===== config.mk =====
export PLATFORM = sky130hd
export DESIGN_NAME = countdown_timer
export DESIGN_NICKNAME = d
export VERILOG_FILES = /design/src/rtl/countdown_timer.sv
export SDC_FILE = /design/constraint.sdc
export NUM_CORES = 1
export LEC_CHECK = 0
export ABC_AREA = 1
export CAP_MARGIN = 20
export CORE_MARGIN = 3
export CORE_UTILIZATION = 52
export CTS_CLUSTER_DIAMETER = 60
export DETAILED_ROUTE_END_ITERATION = 6
export PLACE_DENSITY = 0.73
export SLEW_MARGIN = 10
export SYNTH_ARGS = -nofsm -noshare
export SYNTH_HDL_FRONTEND = slang
export SYNTH_SLANG_ARGS = --single-unit

===== constraint.sdc =====
create_clock -name clk -period 2.2 [get_ports clk]
set_input_delay 0.66 -clock clk [delete_from_list [all_inputs] [get_ports clk]]
set_output_delay 0.66 -clock clk [all_outputs]
set_load 0.02 [all_outputs]

===== src/rtl/countdown_timer.sv =====
// Loadable MM:SS BCD countdown timer with one-second prescaler, start/stop/load
// control FSM and a one-cycle expiry pulse when the count reaches 00:00.
module countdown_timer #(
    parameter int TICK_DIV  = 100_000_000,
    parameter int PRE_WIDTH = 27
) (
    input  logic        clk,
    input  logic        reset_n,
    input  logic        load,
    input  logic [15:0] load_value,
    input  logic        start,
    input  logic        stop,
    output logic [15:0] count,
    output logic        running,
    output logic        paused,
    output logic        done,
    output logic        expired
);

    typedef enum logic [1:0] {
        IDLE  = 2'd0,
        RUN   = 2'd1,
        PAUSE = 2'd2,
        DONE  = 2'd3
    } state_t;

    localparam logic [PRE_WIDTH-1:0] PRE_LAST = PRE_WIDTH'(TICK_DIV - 1);

    state_t               state_reg, state_next;
    logic [15:0]          count_reg, count_next;
    logic [PRE_WIDTH-1:0] pre_reg, pre_next;
    logic                 running_reg, paused_reg, done_reg, expired_reg;
    logic                 expired_next;
    logic [15:0]          load_clamped;
    logic [15:0]          count_dec;

    // Ones digits (even positions) clamp to 9, tens digits (odd positions) to 5.
    genvar gi;
    generate
        for (gi = 0; gi < 4; gi++) begin : g_clamp
            localparam logic [3:0] LIMIT = (gi % 2 == 0) ? 4'd9 : 4'd5;
            assign load_clamped[gi*4 +: 4] =
                (load_value[gi*4 +: 4] > LIMIT) ? LIMIT : load_value[gi*4 +: 4];
        end
    endgenerate

    // One-second BCD borrow chain; only applied while count is non-zero.
    always_comb begin
        count_dec = count_reg;
        if (count_reg[3:0] != 4'd0) begin
            count_dec[3:0] = count_reg[3:0] - 4'd1;
        end else begin
            count_dec[3:0] = 4'd9;
            if (count_reg[7:4] != 4'd0) begin
                count_dec[7:4] = count_reg[7:4] - 4'd1;
            end else begin
                count_dec[7:4] = 4'd5;
                if (count_reg[11:8] != 4'd0) begin
                    count_dec[11:8] = count_reg[11:8] - 4'd1;
                end else begin
                    count_dec[11:8]  = 4'd9;
                    count_dec[15:12] = count_reg[15:12] - 4'd1;
                end
            end
        end
    end

    always_comb begin
        state_next   = state_reg;
        count_next   = count_reg;
        pre_next     = pre_reg;
        expired_next = 1'b0;
        if (load) begin
            count_next = load_clamped;
            pre_next   = '0;
            state_next = IDLE;
        end else begin
            case (state_reg)
                IDLE: begin
                    if (!stop && start && count_reg != 16'h0000) begin
                        state_next = RUN;
                        pre_next   = '0;
                    end
                end
                RUN: begin
                    if (stop) begin
                        state_next = PAUSE;
                    end else if (pre_reg == PRE_LAST) begin
                        pre_next   = '0;
                        count_next = count_dec;
                        if (count_dec == 16'h0000) begin
                            state_next   = DONE;
                            expired_next = 1'b1;
                        end
                    end else begin
                        pre_next = pre_reg + PRE_WIDTH'(1);
                    end
                end
                PAUSE: begin
                    // Prescaler keeps its accumulated value across the pause.
                    if (!stop && start) begin
                        state_next = RUN;
                    end
                end
                default: begin
                    state_next = DONE;
                end
            endcase
        end
    end

    always_ff @(posedge clk or negedge reset_n) begin
        if (!reset_n) begin
            state_reg   <= IDLE;
            count_reg   <= 16'h0000;
            pre_reg     <= '0;
            running_reg <= 1'b0;
            paused_reg  <= 1'b0;
            done_reg    <= 1'b0;
            expired_reg <= 1'b0;
        end else begin
            state_reg   <= state_next;
            count_reg   <= count_next;
            pre_reg     <= pre_next;
            running_reg <= (state_next == RUN);
            paused_reg  <= (state_next == PAUSE);
            done_reg    <= (state_next == DONE);
            expired_reg <= expired_next;
        end
    end

    assign count   = count_reg;
    assign running = running_reg;
    assign paused  = paused_reg;
    assign done    = done_reg;
    assign expired = expired_reg;

endmodule


==> flow_summary.toml <==
[status]
outcome = "completed"

[synth]
synth_compound_area_share_pct = 11.7
synth.area.mux_share_pct = 0
mappedNetlistNets = 465
synthAdderAreaFrac_pct = 1.19
largest_family_of_logic_cells_by_synthesized_area = "simple AND/OR/NAND/NOR gates"
most_common_flop_cell_mapped_by_yosys = "dfrtp_1"
yosys.area_share.xor_xnor_pct = 2.21
synth_enable_flop_cells = 0
postSynthAreaPerCell_um2 = 7.18
synth_area_um2 = 3160
netlist-cell-type-count = 40
postSynth.asyncResetShare_pct = 100
ys_seq_area_share_pct = 38.8
synth_simple_gate_area_share_pct = 37.4
synthesis.yosys.warnings = 0
ys_ff_latch = 49
syn-instance-count = 441

[floorplanning]
core_um2 = 5710
die-area_um2 = 7060
initial_core_util_pct = 55.4
io-pin-count = 41
fp.dieW_um = 84.0
std_cell_rows = 27
floorplan.die.height_um = 84.0

[detailed_routing]
vias_per_cell = 5.53
routed-via-count = 3191
ant_nets = 0
wirelength_met1_mm = 3.99
drtPass1Iterations = 5
met2_length_mm = 3.64
highest_signal_layer_in_the_routed_design = "met4"
wl_mm = 8.23
drt-wirelength-per-cell_um = 14.3
drt_drc_violations_left = 0
wl_met3_um = 473
drt_first_iter_violations = 206

[clock_tree]
cts_buffer_depth = 2
path_clk_slew_ps = 90
tritoncts = "yes"
post-cts-setup-buffer-count = 0
total_clock_buffers_created_by_cts = 5
clock_tree_sinks = 49
clock-root-buffer = "clkbuf_8"
cts_max_level = 2
clock_latency_ps = 310

[global_routing]
maximum_number_of_pins_on_one_net_before_global_route_repair = 34
global_route_wire_length_before_repair_mm = 14.0
grt_usage_pct = 24.2
first_global_vias = 3076
global_route.overflow_total = 0
number_of_antenna_violations_at_the_first_check_in_global_routing = 0

[critical_path]
worst-r2r-cell-count = 9
cp_top_family = "buffers and inverters"
worstPathArrival_ps = 1420
worst-r2r-setup-slack_ps = 190
crit_fanout = 5
r2r_endpoint = "paused$_DFF_PN0_"
cp_cell_sequence = "clkdlybuf4s50_1"
worst-endpoint-required_ps = 1540
critical_path_class = "register to output pin"
worst_setup_path_end_kind = "output pin"
delay_contributed_by_the_slowest_stage_of_the_critical_path_ps = 650
critical-path-slowest-cell = "clkdlybuf4s50_1"
reg2reg_from = "pre_reg[0]$_DFFE_PN0P_"
critPathLaunchType = "register"
worst-path-buf-inv = 1

[timing]
fmax_achieved_mhz = 480
final-setup-viol-count = 0
drv_slew = 0
worst_slew_pin_slew_ps = 443
min_period_ps = 2080
whs_ps = 269
finClkSkew_ps = 6.82
final.setup.worst_slack_ps = 117
grt_setup_unrepaired = "yes"
finalHoldViolations = 0
fin_crit_sh_pct = 94.7
maxSlewHeadroom_pct = 69.7

[layout]
syn_to_final_growth_pct = 23.1
post-route-cell-area_um2 = 3890
layout-drive-gt1-share_pct = 10.7
number_of_flip_flops_under_the_largest_register_name = 27
antennaDiodeCount = 0
fin_nets = 528

[placement]
dp_hpwl_mm = 6.40
pre_cts_slack_ps = -219
port_buffers = 40
place_congestion = 0.950
placement.cell_area_um2 = 3810

[power_and_ir_drop]
p_sw_share_pct = 31.3
static-leakage-power_uw = 0.00169
worst_ir_drop_vdd_v = 0.000334
switching_power_uw = 625
sequentialPowerShare_pct = 49.2
cellInternalPower_uw = 1370
power_frac_clock_pct = 26.6
combPwrFrac_pct = 24.2
pwr_density_cell_nw_per_um2 = 513
total_power_uw = 2000

[flow_run]
cap_viol_max_count = 0

[min_path]
min_path_type = "input pin to async pin"
-- power groups by stage --
stage | logic [uW] | registers [uW] | clock network, uW
finish | 483 | 984 | 531
CTS | 484 | 983 | 535
global route | 534 | 991 | 574
global placement | 473 | 999 | 0
floorplan | 226 | 1040 | 0
detailed placement | 482 | 1000 | 0
-- layout by cell type (no fill, tap or decap), types with 2 or more instances in the layout --
master           netlist  final
nor2_1                73     71
nand2_1               83     83
nor3b_1                4      4
clkdlybuf4s50_1        0     39
dfrtp_1               49     49
nand2_4                4      4
a31oi_1                3      3
a21oi_1               20     20
o21ai_0               26     26
buf_12                 0      2
ha_1                   3      2
nand4_1               11     11
nor2_4                 3      3
inv_2                  2      2
inv_1                 56     56
o22ai_1                5      5
nand3b_1               2      2
nor3_1                17     17
nand3_1               40     40
xor2_1                 7      7
buf_4                  1     23
nor3_2                 7      7
nor4_1                 2      2
clkbuf_1               2      3
clkbuf_8               0      5
nor2_2                 0      2
-- worst max path at each step --
| stage | start | to | slack, ps | cells past startpoint |
|---|---|---|---|---|
| CTS | stop | pre_reg[16]$_DFFE_PN0P_ | 90 | 12 |
| global placement | stop | pre_reg[16]$_DFFE_PN0P_ | -120 | 12 |
| finish | count[3]$_DFFE_PN0P_ | count[3] | 120 | 1 |
| detailed placement | stop | pre_reg[16]$_DFFE_PN0P_ | -220 | 12 |
| floorplan | stop | pre_reg[11]$_DFFE_PN0P_ | 370 | 10 |
| global route | pre_reg[0]$_DFFE_PN0P_ | pre_reg[5]$_DFFE_PN0P_ | -30 | 11 |
-- stage by stage --
stage / instances / setup TNS (ps) / util, %
floorplan: 441 / 0 / -
CTS: 577 / 0 / 68.1
global placement: 569 / -913 / 66.7
global route: 577 / -80.1 / 68.2
finish: 577 / 0 / 68.2
detailed placement: 569 / -2550 / 66.7
-- layout make-up --
cell class / count / area [um2]
Timing Repair Buffer: 65 / 608
Sequential cell: 49 / 1230
Tap cell: 72 / 90.1
Inverter: 58 / 218
Clock buffer: 8 / 80.1
Multi-Input combinational cell: 325 / 1670
Fill cell: 484 / 1820
-- cells in the mapped netlist, types with 4 or more instances --
| library cell | instances | share of area, % |
|---|---|---|
| a21oi_1 | 20 | 3.2 |
| dfrtp_1 | 49 | 39 |
| inv_1 | 56 | 6.6 |
| nand2_1 | 83 | 9.8 |
| nand2_4 | 4 | 1.4 |
| nand3_1 | 40 | 6.3 |
| nand4_1 | 11 | 2.2 |
| nor2_1 | 73 | 8.7 |
| nor3_1 | 17 | 2.7 |
| nor3_2 | 7 | 2.2 |
| nor3b_1 | 4 | 0.95 |
| o21ai_0 | 26 | 4.1 |
| o22ai_1 | 5 | 0.99 |
| xor2_1 | 7 | 1.9 |
-- layer usage --
layer,up-vias,GRT usage (%)
met5,-,0
met1,1500,34.8
met2,92,37.4
li1,1583,-
met3,16,4.54
met4,0,6.73
-- logic make-up after synthesis --
kind of cell / after synthesis
buf+inv: 67
flops: 49
fa+ha+maj: 3
xor+xnor: 8
compound gates: 64
simple gates: 250
-- what timing repair did --
action                     in CTS  in global routing
hold buffers                    0                  0
gates resized for setup         0                  3
setup endpoints to repair       0                 17
Note: power is estimated with default switching activity, not from simulation.
